### src/rtl/pipe_hazard_ctrl.sv
// pipe_hazard_ctrl: stall/flush/forwarding control for the 5-stage pipeline,
// with a data-memory timeout watchdog and a saturating stall-cycle counter.
module pipe_hazard_ctrl #(
    parameter int MEM_TIMEOUT = 255,
    parameter int CNT_W = 16
) (
    input  logic             clk,
    input  logic             rst_n,
    input  logic [4:0]       id_rs1,
    input  logic [4:0]       id_rs2,
    input  logic             id_uses_rs1,
    input  logic             id_uses_rs2,
    input  logic [4:0]       ex_rs1,
    input  logic [4:0]       ex_rs2,
    input  logic [4:0]       ex_rd,
    input  logic             ex_mem_read,
    input  logic [4:0]       mem_rd,
    input  logic             mem_regs_write,
    input  logic [4:0]       wb_rd,
    input  logic             wb_regs_write,
    input  logic             ex_branch_taken,
    input  logic             dmem_req,
    input  logic             dmem_ready,
    input  logic             err_clr,
    input  logic             cnt_clr,
    output logic             pc_stall,
    output logic             if_id_stall,
    output logic             id_ex_stall,
    output logic             ex_mem_stall,
    output logic             if_id_flush,
    output logic             id_ex_flush,
    output logic             mem_wb_flush,
    output logic             pc_redirect,
    output logic [1:0]       fwd_a_sel,
    output logic [1:0]       fwd_b_sel,
    output logic             mem_err,
    output logic [CNT_W-1:0] stall_cycles
);
    typedef enum logic {RUN, HALT} state_t;
    state_t state;
    logic [15:0] wait_cnt;
    logic load_use, mem_wait, hold, lu_act;
    assign load_use = ex_mem_read && ex_rd != 5'd0 &&
                      ((id_uses_rs1 && ex_rd == id_rs1) || (id_uses_rs2 && ex_rd == id_rs2));
    assign mem_wait = dmem_req && !dmem_ready;
    // A pending branch stays in EX during a wait and wins once the wait ends.
    assign hold = state == HALT || mem_wait;
    assign lu_act = !hold && !ex_branch_taken && load_use;
    always_comb begin
        pc_stall     = hold || lu_act;
        if_id_stall  = hold || lu_act;
        id_ex_stall  = hold;
        ex_mem_stall = hold;
        mem_wb_flush = hold;
        pc_redirect  = !hold && ex_branch_taken;
        if_id_flush  = !hold && ex_branch_taken;
        id_ex_flush  = (!hold && ex_branch_taken) || lu_act;
        fwd_a_sel    = (mem_regs_write && mem_rd != 5'd0 && mem_rd == ex_rs1) ? 2'b01 :
                       (wb_regs_write && wb_rd != 5'd0 && wb_rd == ex_rs1) ? 2'b10 : 2'b00;
        fwd_b_sel    = (mem_regs_write && mem_rd != 5'd0 && mem_rd == ex_rs2) ? 2'b01 :
                       (wb_regs_write && wb_rd != 5'd0 && wb_rd == ex_rs2) ? 2'b10 : 2'b00;
    end
    always_ff @(posedge clk or negedge rst_n) begin
        if (!rst_n) begin
            state        <= RUN;
            wait_cnt     <= '0;
            mem_err      <= 1'b0;
            stall_cycles <= '0;
        end else begin
            if (cnt_clr)
                stall_cycles <= '0;
            else if (pc_stall && stall_cycles != '1)
                stall_cycles <= stall_cycles + CNT_W'(1);
            if (state == HALT) begin
                wait_cnt <= '0;
                if (err_clr) begin
                    state   <= RUN;
                    mem_err <= 1'b0;
                end
            end else if (mem_wait) begin
                if (wait_cnt == 16'(MEM_TIMEOUT - 1)) begin
                    state    <= HALT;
                    mem_err  <= 1'b1;
                    wait_cnt <= '0;
                end else begin
                    wait_cnt <= wait_cnt + 16'd1;
                end
            end else begin
                wait_cnt <= '0;
            end
        end
    end
endmodule
### config.mk
export PLATFORM = sky130hd
export DESIGN_NAME = pipe_hazard_ctrl
export DESIGN_NICKNAME = d
export VERILOG_FILES = /design/src/rtl/pipe_hazard_ctrl.sv
export SDC_FILE = /design/constraint.sdc
export NUM_CORES = 1
export LEC_CHECK = 0
export ABC_AREA = 0
export CAP_MARGIN = 40
export CORE_UTILIZATION = 25
export DETAILED_ROUTE_END_ITERATION = 12
export GPL_TIMING_DRIVEN = 0
export HOLD_SLACK_MARGIN = 0.12
export PLACE_DENSITY = 0.62
export SKIP_CTS_REPAIR_TIMING = 1
export SYNTH_ARGS = -nofsm -noshare
export SYNTH_HDL_FRONTEND = slang
export SYNTH_SLANG_ARGS = --single-unit
### constraint.sdc
create_clock -name clk -period 1.74 [get_ports clk]
set_input_delay 0.261 -clock clk [delete_from_list [all_inputs] [get_ports clk]]
set_output_delay 0.261 -clock clk [all_outputs]
set_load 0.005 [all_outputs]
==> flow_summary.ini, run 1 <==
[synthesis]
post_synth_inst_count = 254
post_synth.cell_area_avg_um2 = 8.82
syn-num-nets = 304
synth_area_leaders = sky130_fd_sc_hd__dfrtp_1 (38%), sky130_fd_sc_hd__xnor2_1 (9.0%), sky130_fd_sc_hd__xor2_1 (8.6%), sky130_fd_sc_hd__nor2_1 (5.4%), sky130_fd_sc_hd__nand3_1 (3.8%)
synth.ff_latch_count = 34
synth_warnings = 0
synthDominantAreaCellType = sky130_fd_sc_hd__dfrtp_1
post_synth_num_cell_types = 36
yosysSeqAreaShare = 0.380
synthesis.area_um2 = 2240
post-synth-top-area-fraction = 0.380

[placement]
port_buffers = 74
gp_congestion = 0.827
detailed_place_hpwl_um = 4450
detailed_place.area_um2 = 3150
dp_slack_ns = -1.07
placed_cells = 436

[power]
cellLeakagePower_uw = 0.00165
max-vdd-ir-drop_mv = 0.356
power.combinational.fraction = 0.199
internal_power_uw = 1610
power_switching_uw = 504
power.switching_fraction = 0.238
cellPowerDensity_nw_per_um2 = 557
power.share.sequential = 0.380
power.clock.fraction = 0.421

[grt]
grt-busiest-layer = met2
largest_net_degree_at_the_start_of_global_routing = 35
grt_first_pass_wirelength_um = 9540
antenna_violations_before_repair = 0
grt_overflow = 0
globalRouteMet1Util = 0.158
gr-usage-met3 = 0.0311
grt_pass1_vias = 2095
global_route_usage_over_all_layers = 0.123
grtUsageMet2 = 0.200

[drt]
totalWireLength_um = 6570
post_drt_via_cell_ratio = 4.84
route.vias.total = 2331
firstDrtPassIters = 4
remaining_antenna_violation_count_after_routing = 0
drt_iter0_markers = 113
detail_route.wl_per_cell_um = 13.6
drt_drc_violations_left = 0

[worst_setup_path]
cp_max_fo = 6
timing.setup.critical_path_class = reg2reg
crit_path_end_kind = flop
worst_ep_required_time_ns = 1.96
setup_crit_start_kind = flop
crit_arrival_ns = 2.48

[status]
violated_checks = setup timing
run_status = finished with violations

[hold_path]
worstHoldPathType = in2reg

[floorplanning]
start_util = 0.258
core_area_um2 = 8680
die-width_um = 96.7
die-area_um2 = 9340
die_height_um = 96.7
boundaryPins = 76
standard_cell_rows = 34

[timing]
worst_pin_slew_ns = 0.761
setup_violations = 22
clock.fmax_mhz = 443
finalWorstSetupSlack_ns = -0.519
drv_slew = 0
grt_setup_unrepaired = yes
clock_skew_ns = 0.00825
post-route-period-util = 1.30
worst_slew_margin_rel = 0.493
finalHoldViolations = 0
finalCriticalPeriod_ns = 2.26

[clock_tree]
clk_root_buffer_cell = sky130_fd_sc_hd__clkbuf_8
clk-insertion-delay-late_ns = 0.29
htree_levels = 2
tritoncts = yes
clockBufferDepth = 2
clk_transition_reported_paths_ns = 0.08
cts_made_buffers = 5
clock_sink_count = 34

[final_layout]
most-common-layout-cells = sky130_fd_sc_hd__clkdlybuf4s50_1 (37), sky130_fd_sc_hd__dfrtp_1 (33), sky130_fd_sc_hd__buf_4 (31), sky130_fd_sc_hd__nor2_1 (30), sky130_fd_sc_hd__xnor2_1 (23)
post-route-util = 0.438
insertedDiodeCount = 0
finalInstanceArea_um2 = 3800
area.growth.synth_to_final_pct = 69.7
fill_cells = 831
layout-drive-gt1-share = 0.278
mostFrequentLayoutCell = sky130_fd_sc_hd__clkdlybuf4s50_1
post_layout_nonfiller_instances = 482
num-nets-final = 423

[run]
number_of_max_cap_violations = 0
[cells in the mapped netlist]
master / count
sky130_fd_sc_hd__a21oi_1: 12
sky130_fd_sc_hd__or3_1: 9
sky130_fd_sc_hd__xnor2_1: 23
sky130_fd_sc_hd__or4_1: 10
sky130_fd_sc_hd__nor4_1: 6
sky130_fd_sc_hd__buf_4: 5
sky130_fd_sc_hd__nor4b_4: 1
sky130_fd_sc_hd__nand2b_1: 1
sky130_fd_sc_hd__clkbuf_1: 2
sky130_fd_sc_hd__nand2_1: 19
sky130_fd_sc_hd__a211oi_1: 1
sky130_fd_sc_hd__buf_1: 2
sky130_fd_sc_hd__a21oi_2: 1
sky130_fd_sc_hd__nand2b_2: 1
sky130_fd_sc_hd__o22ai_2: 1
sky130_fd_sc_hd__mux2i_1: 1
sky130_fd_sc_hd__or2b_1: 1
sky130_fd_sc_hd__nor3_1: 8
sky130_fd_sc_hd__and3_1: 2
sky130_fd_sc_hd__nor4b_1: 1
sky130_fd_sc_hd__or4b_1: 1
sky130_fd_sc_hd__nand4_1: 11
sky130_fd_sc_hd__inv_2: 1
sky130_fd_sc_hd__o21ai_0: 10
sky130_fd_sc_hd__dfrtp_1: 34
sky130_fd_sc_hd__or2_2: 1
sky130_fd_sc_hd__nand3_1: 17
sky130_fd_sc_hd__and2b_2: 1
sky130_fd_sc_hd__xor2_1: 22
sky130_fd_sc_hd__o31ai_1: 7
sky130_fd_sc_hd__and2_1: 1
sky130_fd_sc_hd__nor2_1: 32
sky130_fd_sc_hd__o21ba_2: 1
sky130_fd_sc_hd__a31oi_4: 1
sky130_fd_sc_hd__ha_1: 3
sky130_fd_sc_hd__inv_1: 4
[power groups by stage]
stage                     logic, uW  registers [uW]  clock network [uW]
after detailed placement        327             820                   0
after floorplan                 129             819                   0
after global placement          326             820                   0
final                           422             804                 891
after global routing            455             805                 947
after CTS                       328             805                 912
[per-layer routing]
layer	part of all wire	vias up	routed length, um
li1	-	1143	-
met1	0.44	1114	2870
met2	0.50	68	3260
met3	0.056	6	368
met4	0.010	0	69
met5	0	-	0
[cells by family after synthesis]
kind of cell    share of synthesized area
fa+ha+maj                          0.0168
buf+inv                            0.0318
mux                               0.00447
xor+xnor                            0.176
simple gates                        0.292
flops                               0.380
compound gates                     0.0994
[layout make-up]
type	instances	area (um2)	share of cell area
clock inverters	3	68.8	0.0181
flip-flops and latches	34	852	0.224
multi-input cells	207	1530	0.404
clock buffers	5	68.8	0.0181
well taps	108	135	0.0356
inverters	5	26.3	0.00691
repair buffers	111	1040	0.275
plain buffers	9	71.3	0.0188
[registers in the layout, indices dropped and copies added (netlist names)]
| register | cells |
|---|---|
| mem_err | 1 |
| stall_cycles | 16 |
| state | 1 |
| wait_cnt | 16 |
[final timing paths]
path                                          start                          end  slack, ns  cells past startpoint
worst max-delay path                state$_DFF_PN0_  stall_cycles[9]$_DFFE_PN0P_      -0.52                      8
min in group asynchronous                     rst_n  stall_cycles[8]$_DFFE_PN0P_       0.58                      2
worst min register to register  mem_err$_DFFE_PN0P_          mem_err$_DFFE_PN0P_       0.51                      2
worst max register to register      state$_DFF_PN0_  stall_cycles[9]$_DFFE_PN0P_      -0.52                      8
max in group asynchronous                     rst_n  stall_cycles[0]$_DFFE_PN0P_       0.63                      2
worst min-delay path                        cnt_clr  stall_cycles[3]$_DFFE_PN0P_       0.33                      2
[per-stage QoR]
step	TNS [ns]	hold slack [ns]	total power, uW
global placement	-30.60	0.466	1150
finish	-7.16	0.334	2120
detailed placement	-19.34	0.380	1150
global route	-9.63	0.360	2210
CTS	-14.64	0.0577	2040
floorplan	-0.611	-0.0346	948
[worst max-delay path, cell delays in order (launching register included)]
cell and delay (ns):
sky130_fd_sc_hd__dfrtp_1 0.38, sky130_fd_sc_hd__and2b_2 0.28, sky130_fd_sc_hd__clkinv_4 0.08, sky130_fd_sc_hd__nor4b_4 0.35, sky130_fd_sc_hd__buf_4 0.18, sky130_fd_sc_hd__buf_6 0.11
sky130_fd_sc_hd__a31oi_4 0.14, sky130_fd_sc_hd__or4_4 0.54, sky130_fd_sc_hd__a21oi_2 0.12
Note: power is estimated with default switching activity, not from simulation.
==> run 2, diff against run 1 <==
==> constraint.sdc (replaced) <==
create_clock -name clk -period 2 [get_ports clk]
set_input_delay 0.3 -clock clk [delete_from_list [all_inputs] [get_ports clk]]
set_output_delay 0.3 -clock clk [all_outputs]
set_load 0.005 [all_outputs]
==> flow_summary.ini, run 2 (synthesis gave the netlist of run 1 again) <==
[placement]
port_buffers = 74
gp_congestion = 0.802
detailed_place_hpwl_um = 4330
placed_cells = 436

[drt]
routed-wl-met3_um = 323
post_drt_via_cell_ratio = 4.94
remaining_antenna_violation_count_after_routing = 0
totalWireLength_um = 6360
drt_drc_violations_left = 0
route.vias.total = 2291
drt_iter0_markers = 104
met2_wirelength_um = 3210
detail_route.wl_per_cell_um = 13.7
routed_metal_1_wire_length_um = 2710
routed.top_layer = met4
firstDrtPassIters = 4

[timing]
post-route-period-util = 1.09
drv_slew = 0
finalCriticalPeriod_ns = 2.17
clock.fmax_mhz = 460
worst_slew_margin_rel = 0.488
setup_violations = 17
setup-tns-final_ns = -1.39
finalWorstSetupSlack_ns = -0.173
clock_skew_ns = 0.00933
grt_setup_unrepaired = yes
finalHoldViolations = 0
worst_pin_slew_ns = 0.768

[power]
power.clock.fraction = 0.383
power_switching_uw = 432
power.switching_fraction = 0.257
power.share.sequential = 0.417
max-vdd-ir-drop_mv = 0.319
cellPowerDensity_nw_per_um2 = 463
internal_power_uw = 1250
design_power_total_uw = 1680
cellLeakagePower_uw = 0.00162
power.combinational.fraction = 0.200

[floorplanning]
start_util = 0.258
die_height_um = 96.7
die-area_um2 = 9340
die-width_um = 96.7
boundaryPins = 76
core_area_um2 = 8680
standard_cell_rows = 34

[clock_tree]
clk_transition_reported_paths_ns = 0.08
clockBufferDepth = 2
clock_sink_count = 34
cts_made_buffers = 5
clk_root_buffer_cell = sky130_fd_sc_hd__clkbuf_8
clk-insertion-delay-late_ns = 0.29
htree_levels = 2
tritoncts = yes

[final_layout]
insertedDiodeCount = 0
post_layout_nonfiller_instances = 464
most-common-layout-cells = sky130_fd_sc_hd__clkdlybuf4s50_1 (38), sky130_fd_sc_hd__dfrtp_1 (33), sky130_fd_sc_hd__nor2_1 (30), sky130_fd_sc_hd__dlymetal6s2s_1 (30), sky130_fd_sc_hd__xnor2_1 (23)
biggestRegsByFlops = stall_cycles: 16 flops, wait_cnt: 16 flops
mostFrequentLayoutCell = sky130_fd_sc_hd__clkdlybuf4s50_1
num-nets-final = 405
layout-drive-gt1-share = 0.205
area.growth.synth_to_final_pct = 62.3

[worst_setup_path]
cp_max_fo = 6
worst_ep_required_time_ns = 2.22
timing.setup.critical_path_class = reg2reg
crit_arrival_ns = 2.39
crit_path_end_kind = flop
setup_crit_start_kind = flop

[status]
run_status = finished with violations
violated_checks = setup timing

[grt]
grt_first_pass_wirelength_um = 9580
grt_pass1_vias = 2121
global_route_usage_over_all_layers = 0.122
grt_overflow = 0
antenna_violations_before_repair = 0
largest_net_degree_at_the_start_of_global_routing = 35

[run]
number_of_max_cap_violations = 0

[hold_path]
worstHoldPathType = in2async
run 2: cell count changes in the layout (fill, tap and decap cells not counted), sizes merged:
| cell | before | now |
|---|---|---|
| dlymetal6s2s | 21 | 30 |
| dlygate4sd3 | 1 | 0 |
| clkbuf | 15 | 7 |
| bufinv | 2 | 1 |
| buf | 51 | 32 |
| inv | 4 | 5 |
| clkinv | 2 | 0 |
| clkinvlp | 0 | 2 |
| clkdlybuf4s50 | 37 | 38 |
run 2: final timing paths:
| path | from | to | slack [ns] | cells after the start |
|---|---|---|---|---|
| worst max-delay path | state$_DFF_PN0_ | stall_cycles[13]$_DFFE_PN0P_ | -0.17 | 9 |
| worst min-delay path | rst_n | stall_cycles[12]$_DFFE_PN0P_ | 0.08 | 1 |
| worst max register to register | state$_DFF_PN0_ | stall_cycles[13]$_DFFE_PN0P_ | -0.17 | 9 |
| worst min register to register | mem_err$_DFFE_PN0P_ | mem_err$_DFFE_PN0P_ | 0.49 | 2 |
| max in group asynchronous | rst_n | stall_cycles[0]$_DFFE_PN0P_ | 1.39 | 1 |
| min in group clk | dmem_ready | mem_err$_DFFE_PN0P_ | 0.33 | 3 |
run 2: routing by layer:
metal,vias up,GRT usage
met3,14,0.0282
met2,83,0.205
met4,0,0.0344
met5,-,0
met1,1090,0.155
li1,1104,-
run 2: per-stage QoR:
step | worst slack [ns] | util | hold WS, ns | area [um2]
global placement | -0.898 | 0.359 | 0.463 | 3120
detailed placement | -0.903 | 0.358 | 0.425 | 3110
finish | -0.173 | 0.419 | 0.0751 | 3630
CTS | -0.907 | 0.372 | 0.110 | 3220
global route | -0.274 | 0.419 | 0.152 | 3630
floorplan | 0.0739 | - | 0.00441 | 2240
run 2: power groups by stage:
stage	combinational, uW	sequential (uW)	clock, uW
6_report	337	701	645
5_1_grt	363	702	692
4_1_cts	281	700	661
3_5_place_dp	280	714	0
3_3_place_gp	278	713	0
2_1_floorplan	107	713	0
run 2: layout make-up:
type / count / area (um2)
multi-input cells: 207 / 1510
fillers: 852 / 5040
repair buffers: 93 / 946
clock buffers: 5 / 68.8
clock inverters: 3 / 45.0
plain buffers: 9 / 60.1
inverters: 5 / 21.3
flip-flops and latches: 34 / 852
well taps: 108 / 135
run 2: critical path, stage by stage, from the launching register on:
cell and delay [ns]:
sky130_fd_sc_hd__dfrtp_1 0.42, sky130_fd_sc_hd__and2b_2 0.29, sky130_fd_sc_hd__inv_4 0.07, sky130_fd_sc_hd__nor4b_4 0.28, sky130_fd_sc_hd__buf_4 0.17, sky130_fd_sc_hd__a21oi_4 0.07, sky130_fd_sc_hd__buf_6 0.12, sky130_fd_sc_hd__buf_6 0.10
sky130_fd_sc_hd__or4_4 0.47, sky130_fd_sc_hd__a21oi_2 0.12
==> run 3, diff against run 2 <==
--- a/config.mk
+++ b/config.mk
@@ -8,6 +8,8 @@
 export ABC_AREA = 0
 export CAP_MARGIN = 40
 export CORE_UTILIZATION = 25
+export CTS_BUF_LIST = sky130_fd_sc_hd__clkbuf_8
+export CTS_CLUSTER_DIAMETER = 30
 export DETAILED_ROUTE_END_ITERATION = 12
 export GPL_TIMING_DRIVEN = 0
 export HOLD_SLACK_MARGIN = 0.12
==> results of run 3 <==
Final layout, timing and power as in run 2 (identical DEF).
